[src/rtl/tcbm_device_link_if.sv]
// Signal bundle for the TCBM device link: connector pins plus the rx/tx byte streams to the drive core.
// The slave modport is the device-side responder; master is the host/core side driving it.
interface tcbm_device_link_if;
    logic [7:0] tcbm_data_i;
    logic [7:0] tcbm_data_o;
    logic       tcbm_data_oe;
    logic [1:0] tcbm_status;
    logic       tcbm_dav;
    logic       tcbm_ack;
    logic [7:0] rx_data;
    logic       rx_atn;
    logic       rx_valid;
    logic       rx_ready;
    logic [7:0] tx_data;
    logic       tx_eoi;
    logic       tx_valid;
    logic       tx_ready;
    logic [1:0] status_in;
    logic       err_proto;
    logic       err_timeout;

    modport slave (
        input  tcbm_data_i, tcbm_dav, rx_ready, tx_data, tx_eoi, tx_valid, status_in,
        output tcbm_data_o, tcbm_data_oe, tcbm_status, tcbm_ack,
               rx_data, rx_atn, rx_valid, tx_ready, err_proto, err_timeout
    );

    modport master (
        output tcbm_data_i, tcbm_dav, rx_ready, tx_data, tx_eoi, tx_valid, status_in,
        input  tcbm_data_o, tcbm_data_oe, tcbm_status, tcbm_ack,
               rx_data, rx_atn, rx_valid, tx_ready, err_proto, err_timeout
    );
endinterface

[src/rtl/tcbm_device_link.sv]
// Drive-side TCBM responder: decodes command/data handshakes from the host's 6523 ports
// and bridges host writes/reads to the drive core's rx/tx byte streams.
module tcbm_device_link #(
    parameter int SYNC_STAGES  = 2,
    parameter int SETUP_CYCLES = 2,
    parameter int TIMEOUT      = 50000
) (
    input logic clk,
    input logic reset,
    tcbm_device_link_if.slave link
);

    localparam logic [7:0]  CMD_ATN   = 8'h81;
    localparam logic [7:0]  CMD_WR    = 8'h83;
    localparam logic [7:0]  CMD_RD    = 8'h84;
    localparam logic [15:0] TOUT_LIM  = 16'(TIMEOUT - 1);
    localparam logic [7:0]  SETUP_LIM = 8'(SETUP_CYCLES - 1);

    typedef enum logic [2:0] {
        IDLE, CMD_ACK, WAIT_DATA, RX_HOLD, TX_WAIT, WAIT_REL, REL_ACK, DUMMY_ACK
    } state_t;

    state_t state, last_state;

    logic [SYNC_STAGES-1:0] dav_sr;
    logic [7:0]             data_sr [SYNC_STAGES];
    logic                   dav_s, dav_prev;
    logic [7:0]             data_s;
    logic [7:0]             cmd, hold_data;
    logic                   hold_atn, loaded;
    logic [15:0]            tcnt;
    logic [7:0]             setup_cnt;
    logic                   cmd_known, timed, abort_now;

    assign dav_s  = dav_sr[SYNC_STAGES-1];
    assign data_s = data_sr[SYNC_STAGES-1];

    assign cmd_known = (cmd == CMD_ATN) || (cmd == CMD_WR) || (cmd == CMD_RD);
    assign timed     = (state != IDLE) && (state != REL_ACK);
    assign abort_now = timed && ((tcnt == TOUT_LIM) ||
                       (dav_s && ((state == RX_HOLD) || (state == TX_WAIT))));

    always_ff @(posedge clk or posedge reset) begin
        if (reset) begin
            dav_sr   <= '1;
            dav_prev <= 1'b1;
            for (int i = 0; i < SYNC_STAGES; i++) data_sr[i] <= '0;
        end else begin
            dav_sr     <= {dav_sr[SYNC_STAGES-2:0], link.tcbm_dav};
            dav_prev   <= dav_s;
            data_sr[0] <= link.tcbm_data_i;
            for (int i = 1; i < SYNC_STAGES; i++) data_sr[i] <= data_sr[i-1];
        end
    end

    // Timeout counter restarts whenever the FSM has just moved to a new state.
    always_ff @(posedge clk or posedge reset) begin
        if (reset) begin
            last_state <= IDLE;
            tcnt       <= '0;
        end else begin
            last_state <= state;
            if (state != last_state) tcnt <= '0;
            else if (tcnt != 16'hFFFF) tcnt <= tcnt + 16'd1;
        end
    end

    always_ff @(posedge clk or posedge reset) begin
        if (reset) begin
            state            <= IDLE;
            link.tcbm_ack    <= 1'b1;
            link.tcbm_data_oe <= 1'b0;
            link.tcbm_data_o <= '0;
            link.tcbm_status <= '0;
            link.rx_data     <= '0;
            link.rx_atn      <= 1'b0;
            link.rx_valid    <= 1'b0;
            link.tx_ready    <= 1'b0;
            link.err_proto   <= 1'b0;
            link.err_timeout <= 1'b0;
            cmd              <= '0;
            hold_data        <= '0;
            hold_atn         <= 1'b0;
            loaded           <= 1'b0;
            setup_cnt        <= '0;
        end else begin
            link.tx_ready    <= 1'b0;
            link.err_proto   <= 1'b0;
            link.err_timeout <= 1'b0;
            if (link.rx_valid && link.rx_ready) link.rx_valid <= 1'b0;

            if (abort_now) begin
                link.tcbm_ack     <= 1'b1;
                link.tcbm_data_oe <= 1'b0;
                link.tcbm_status  <= '0;
                link.err_timeout  <= 1'b1;
                loaded            <= 1'b0;
                state             <= IDLE;
            end else begin
                case (state)
                    // Only a fresh DAV falling edge starts a command, so a host still
                    // holding DAV low after an abort cannot replay a stale byte.
                    IDLE: if (!dav_s && dav_prev) begin
                        cmd           <= data_s;
                        link.tcbm_ack <= 1'b0;
                        state         <= CMD_ACK;
                    end
                    CMD_ACK: if (dav_s) begin
                        link.tcbm_ack  <= 1'b1;
                        link.err_proto <= !cmd_known;
                        state          <= WAIT_DATA;
                    end
                    WAIT_DATA: if (!dav_s) begin
                        loaded <= 1'b0;
                        if ((cmd == CMD_ATN) || (cmd == CMD_WR)) begin
                            hold_data <= data_s;
                            hold_atn  <= (cmd == CMD_ATN);
                            state     <= RX_HOLD;
                        end else if (cmd == CMD_RD) begin
                            state <= TX_WAIT;
                        end else begin
                            link.tcbm_ack <= 1'b0;
                            state         <= DUMMY_ACK;
                        end
                    end
                    RX_HOLD: begin
                        if (!loaded) begin
                            if (!link.rx_valid || link.rx_ready) begin
                                link.rx_data     <= hold_data;
                                link.rx_atn      <= hold_atn;
                                link.rx_valid    <= 1'b1;
                                link.tcbm_status <= link.status_in;
                                loaded           <= 1'b1;
                                setup_cnt        <= '0;
                            end
                        end else if (setup_cnt == SETUP_LIM) begin
                            link.tcbm_ack <= 1'b0;
                            loaded        <= 1'b0;
                            state         <= WAIT_REL;
                        end else begin
                            setup_cnt <= setup_cnt + 8'd1;
                        end
                    end
                    TX_WAIT: begin
                        if (!loaded) begin
                            if (link.tx_valid) begin
                                link.tcbm_data_o  <= link.tx_data;
                                link.tcbm_data_oe <= 1'b1;
                                link.tcbm_status  <= link.tx_eoi ? 2'b11 : 2'b00;
                                link.tx_ready     <= 1'b1;
                                loaded            <= 1'b1;
                                setup_cnt         <= '0;
                            end
                        end else if (setup_cnt == SETUP_LIM) begin
                            link.tcbm_ack <= 1'b0;
                            loaded        <= 1'b0;
                            state         <= WAIT_REL;
                        end else begin
                            setup_cnt <= setup_cnt + 8'd1;
                        end
                    end
                    // Bus is released one cycle before ACK rises so the host never sees both driven.
                    WAIT_REL: if (dav_s) begin
                        link.tcbm_data_oe <= 1'b0;
                        state             <= REL_ACK;
                    end
                    REL_ACK: begin
                        link.tcbm_ack    <= 1'b1;
                        link.tcbm_status <= '0;
                        state            <= IDLE;
                    end
                    DUMMY_ACK: if (dav_s) begin
                        link.tcbm_ack <= 1'b1;
                        state         <= IDLE;
                    end
                    default: state <= IDLE;
                endcase
            end
        end
    end

endmodule

[src/flat_wrapper.sv]
// flat-port wrapper written by rule: the top's interface ports become plain ports
module tcbm_device_link_flat 
#(
    parameter int SYNC_STAGES  = 2,
    parameter int SETUP_CYCLES = 2,
    parameter int TIMEOUT      = 50000
)
  (clk, reset, link_tcbm_data_i, link_tcbm_dav, link_rx_ready, link_tx_data, link_tx_eoi, link_tx_valid, link_status_in, link_tcbm_data_o, link_tcbm_data_oe, link_tcbm_status, link_tcbm_ack, link_rx_data, link_rx_atn, link_rx_valid, link_tx_ready, link_err_proto, link_err_timeout);
  tcbm_device_link_if link_i ();
  input logic clk;
  input logic reset;
  input wire logic [$bits(link_i.tcbm_data_i)-1:0] link_tcbm_data_i;
  input wire logic [$bits(link_i.tcbm_dav)-1:0] link_tcbm_dav;
  input wire logic [$bits(link_i.rx_ready)-1:0] link_rx_ready;
  input wire logic [$bits(link_i.tx_data)-1:0] link_tx_data;
  input wire logic [$bits(link_i.tx_eoi)-1:0] link_tx_eoi;
  input wire logic [$bits(link_i.tx_valid)-1:0] link_tx_valid;
  input wire logic [$bits(link_i.status_in)-1:0] link_status_in;
  output wire logic [$bits(link_i.tcbm_data_o)-1:0] link_tcbm_data_o;
  output wire logic [$bits(link_i.tcbm_data_oe)-1:0] link_tcbm_data_oe;
  output wire logic [$bits(link_i.tcbm_status)-1:0] link_tcbm_status;
  output wire logic [$bits(link_i.tcbm_ack)-1:0] link_tcbm_ack;
  output wire logic [$bits(link_i.rx_data)-1:0] link_rx_data;
  output wire logic [$bits(link_i.rx_atn)-1:0] link_rx_atn;
  output wire logic [$bits(link_i.rx_valid)-1:0] link_rx_valid;
  output wire logic [$bits(link_i.tx_ready)-1:0] link_tx_ready;
  output wire logic [$bits(link_i.err_proto)-1:0] link_err_proto;
  output wire logic [$bits(link_i.err_timeout)-1:0] link_err_timeout;
  assign link_i.tcbm_data_i = link_tcbm_data_i;
  assign link_i.tcbm_dav = link_tcbm_dav;
  assign link_i.rx_ready = link_rx_ready;
  assign link_i.tx_data = link_tx_data;
  assign link_i.tx_eoi = link_tx_eoi;
  assign link_i.tx_valid = link_tx_valid;
  assign link_i.status_in = link_status_in;
  assign link_tcbm_data_o = link_i.tcbm_data_o;
  assign link_tcbm_data_oe = link_i.tcbm_data_oe;
  assign link_tcbm_status = link_i.tcbm_status;
  assign link_tcbm_ack = link_i.tcbm_ack;
  assign link_rx_data = link_i.rx_data;
  assign link_rx_atn = link_i.rx_atn;
  assign link_rx_valid = link_i.rx_valid;
  assign link_tx_ready = link_i.tx_ready;
  assign link_err_proto = link_i.err_proto;
  assign link_err_timeout = link_i.err_timeout;
  tcbm_device_link #(.SYNC_STAGES(SYNC_STAGES), .SETUP_CYCLES(SETUP_CYCLES), .TIMEOUT(TIMEOUT)) u_core (.clk(clk), .reset(reset), .link(link_i));
endmodule
[config.mk]
export PLATFORM = sky130hd
export DESIGN_NAME = tcbm_device_link_flat
export DESIGN_NICKNAME = d
export VERILOG_FILES = /design/src/rtl/tcbm_device_link_if.sv /design/src/rtl/tcbm_device_link.sv /design/src/flat_wrapper.sv
export SDC_FILE = /design/constraint.sdc
export NUM_CORES = 1
export LEC_CHECK = 0
export ABC_AREA = 1
export BUFFER_PORTS_ARGS = -buffer_cell sky130_fd_sc_hd__buf_2
export CAP_MARGIN = 10
export CORE_MARGIN = 8
export CORE_UTILIZATION = 50
export DETAILED_ROUTE_END_ITERATION = 7
export PLACE_DENSITY = 0.73
export SYNTH_ARGS = -nofsm -noshare
export SYNTH_HDL_FRONTEND = slang
export SYNTH_SLANG_ARGS = --single-unit
[constraint.sdc]
create_clock -name clk -period 2.7 [get_ports clk]
set_clock_uncertainty 0.1 [all_clocks]
set_input_delay 0.27 -clock clk [delete_from_list [all_inputs] [get_ports clk]]
set_output_delay 0.27 -clock clk [all_outputs]
set_load 0.05 [all_outputs]
==> results.txt <==
----------------------------------------------------
[Outcome]
  Result of the run ... finished clean

[Routing]
  Detailed-route via count ... 3,334
  First DRT Iteration DRCs ... 186
  Via/cell ratio ... 5.067
  Wire length per cell ... 12.56 µm
  ANT nets after route ... 0
  Number of remaining DRC errors ... 0
  Detailed Route WL ... 8265 µm
  Number of search-and-repair iterations in the first detailed-routing pass ... 4

[Synth]
  Dominant register cell in the synthesized netlist ... sky130_fd_sc_hd__dfrtp_1
  Cell area after technology mapping ... 4277 µm²
  Number of different library cells in the post-synthesis netlist ... 39
  EDFF count, synth ... 0
  Top cells by area, synth ... sky130_fd_sc_hd__dfrtp_1, sky130_fd_sc_hd__nand2_1, sky130_fd_sc_hd__inv_1, sky130_fd_sc_hd__nor2_1, sky130_fd_sc_hd__nand3_1
  Synthesized instance count ... 480
  FF+latch count, synth ... 92
  Portion of the post-synthesis area used by sequential elements ... 53.95%
  Syn. warnings ... 0
  Commonest cells post-synth ... sky130_fd_sc_hd__nand2_1, sky130_fd_sc_hd__dfrtp_1, sky130_fd_sc_hd__inv_1
  Net count after synthesis ... 507
  Post-synthesis area per instance ... 8.910 µm²
  FFs w/ async S/R, synth ... 100.0%
  Leading cell type by number of instances after synthesis ... sky130_fd_sc_hd__nand2_1
  Top cell type by total area after synthesis ... sky130_fd_sc_hd__dfrtp_1
  Post-synth top area share ... 51.49%

[Place]
  Detailed-placement wirelength estimate ... 5946 µm
  IO Port Bufs ... 48
  Placer Congestion ... 0.8867
  Setup Slack @ Placement ... 0.6286 ns
  # placed instances ... 625

[Setup path]
  Depth of the most critical reg-to-reg path ... 10
  Critical path fanouts, max ... 18
  Data required time at the worst endpoint ... 2.85 ns
  Top delay family on crit path ... simple AND/OR/NAND/NOR gates
  Combined buffer and inverter count along the critical path ... 1
  Crit path kind ... reg2reg
  Crit-path slowest cell ... sky130_fd_sc_hd__dfrtp_1
  Critical Path Source Type ... flop
  Series of cell instances along the critical path ... nor2_8 > nand2_4 > nand2_4 > nand2_4 > nand2_4 > nand2_8 > nand3_2 > inv_1 > o21ai_0 > o21a_1
  Most prevalent standard cell on the critical path ... sky130_fd_sc_hd__nand2_4
  Max stage delay on crit path ... 0.64 ns
  Crit end category ... flop
  Worst Path Arrival ... 2.24 ns
  Path length in cells of the critical path ... 10

[STA]
  Period Utilization, post-route ... 77.21%
  Count of final max-slew check failures ... 0
  Unrepaired setup endpoints after global routing ... no
  Setup total negative slack ... 0 ns
  Final setup viols ... 0
  Slew of the pin with the lowest slew margin ... 0.5620 ns
  Min Tclk post-route ... 2.085 ns
  Final hold vios ... 0
  Peak clock frequency supported by timing ... 0.4797 GHz
  Worst setup slack after layout ... 0.6153 ns
  Max-slew headroom at the worst pin ... 62.19%

[GRT]
  GRT Total Usage ... 15.01%
  Number of antenna violations at the first check in global routing ... 0
  Met1 track demand over resource ... 18.23%
  Met2 Track Usage GR ... 24.11%
  Maximum number of pins on one net before global-route repair ... 93
  Vias in the first global route ... 3,275
  Congestion Overflow GR ... 0
  Busiest layer in global routing ... met2
  GR Layer Usage met3 ... 3.450%
  Wire length of the first global-routing pass ... 14,330 µm

[Floorplanning]
  Horizontal die dimension ... 108.5 µm
  Effective utilization at floorplan ... 51.79%
  Total die area ... 11,770 µm²
  Core region area ... 8258 µm²
  Total I/O pin count ... 49
  Die outline height ... 108.5 µm
  Site row count ... 33

[Final layout]
  Combined area of the multi-input logic cells ... 1653 µm²
  Antenna diode instance count ... 0
  Count of placed standard cells in the final layout, fillers left out ... 658
  Register Area ... 2307 µm²
  Number of fillers in the final layout ... 697
  Final net count ... 575
  Proportion of layout cells with a drive suffix above 1 ... 18.63%
  Area growth, synth to finish ... 15.59%

[Min path]
  Type of the worst min-delay path ... in2reg
  Number of cells on the worst hold path ... 3

[Power and ir drop]
  P per Cell Area ... 979.5 nW/µm²
  Maximum vdd ir drop ... 0.6840 mV
  Leakage power total ... 2.434 nW

[Clock tree]
  Clock net sink count ... 92
  Clock tree from TritonCTS ... built
  Largest buffer count on any clock path ... 2
  Number of buffers inserted during clock tree synthesis ... 9
  Depth of the CTS H-tree ... 3
  CTS root buffer ... sky130_fd_sc_hd__clkbuf_8
  Clk_lat worst skew ... 0.36 ns
  Clock Pin Slew Worst Setup and Hold Paths ... 0.09 ns
  Post-CTS setup buffer count ... 0

[Job]
  Max-cap violations ... 0

----------------------------------------------------
-- layout make-up --
cell class	count	share of cell area, %
clock buffer	10	2.784
clock inverter	6	0.9618
inverter	62	4.784
multi-input combinational	317	33.43
sequential	92	46.67
tap	105	2.658
timing repair buffer	66	8.707
-- where the power goes --
part           total [W]  switching (W)  internal [W]
sequential       0.00198       0.000278       0.00170
clock           0.000858       0.000488      0.000370
combinational    0.00200        0.00141      0.000591
-- state kept, by name, summed over array words and instances (netlist names), 2 cells and up --
register,cells
u_core.tcnt,16
u_core.link.rx_data,8
u_core.cmd,8
u_core.data_s,8
u_core.last_state,3
u_core.state,3
u_core.setup_cnt,8
u_core.data_sr,8
u_core.hold_data,8
u_core.link.tcbm_data_o,8
u_core.link.tcbm_status,2
u_core.dav_sr,2
-- cell families (layout without fill, tap and decap cells) --
family / after synthesis / count (layout) / synth area share [%]
AO/OA/AOI/OAI: 67 / 67 / 8.865
XOR/XNOR: 11 / 11 / 2.253
AND/OR/NAND/NOR: 236 / 236 / 26.65
flip-flops: 92 / 92 / 53.95
adder cells (fa/ha/maj): 3 / 3 / 0.8778
buffers and inverters: 71 / 144 / 7.402
-- tightest hold or removal path: stages --
cell	delay (ns)
sky130_fd_sc_hd__buf_2	0.07
sky130_fd_sc_hd__nand2_1	0.04
sky130_fd_sc_hd__nand2_1	0.05
-- per-layer routing --
| layer | up-vias | share of wire, % |
|---|---|---|
| li1 | 1691 | - |
| met1 | 1541 | 45 |
| met2 | 85 | 48 |
| met3 | 17 | 4.6 |
| met4 | 0 | 2.6 |
| met5 | - | 0 |
-- layout by cell type, fill, tap and decap left out, drive strengths merged, types with 5 or more instances in the layout --
cell and n:
dfrtp 88, buf 49, dlygate4sd3 17, nor3 9, clkbuf 10, nand2 135, nor2 43, xor2 7
nand3 34, a21oi 7, o31ai 7, clkinv 5, nand4 11, o21ai 45, inv 62
-- per-stage QoR --
stage | total power [W] | hold slack, ns | util (%) | instance area (µm²)
2_1_floorplan | 0.003617 | 0.1745 | - | 4280
3_3_place_gp | 0.003946 | 0.2311 | 55.56 | 4588
3_5_place_dp | 0.003999 | 0.2347 | 55.56 | 4588
4_1_cts | 0.004885 | 0.01240 | 59.86 | 4943
5_1_grt | 0.005185 | 0.03712 | 59.86 | 4943
6_report | 0.004842 | 0.01901 | 59.86 | 4943
-- repair_timing --
item                                   4_1_cts  5_1_grt
resized for setup                            0        0
hold buffers                                17        0
endpoints found under the hold margin      104        0
-- worst paths after layout --
| check | startpoint | end | slack [ns] |
|---|---|---|---|
| worst min-delay path | link_tx_data[7] | u_core.link.tcbm_data_o[7]$_DFFE_PP0P_ | 0.02 |
| worst max-delay path | u_core.state[0]$_DFFE_PP0P_ | u_core.setup_cnt[0]$_DFFE_PP0P_ | 0.62 |
| max in group asynchronous | reset | u_core.dav_prev$_DFF_PP1_ | 1.63 |
| min in group asynchronous | reset | u_core.tcnt[13]$_DFFE_PP0P_ | 0.48 |
| worst min register to register | u_core.data_sr[13]$_DFF_PP0_ | u_core.data_s[5]$_DFF_PP0_ | 0.25 |
| worst max register to register | u_core.state[0]$_DFFE_PP0P_ | u_core.setup_cnt[0]$_DFFE_PP0P_ | 0.62 |
No activity file was read; power rests on OpenSTA's default activity.
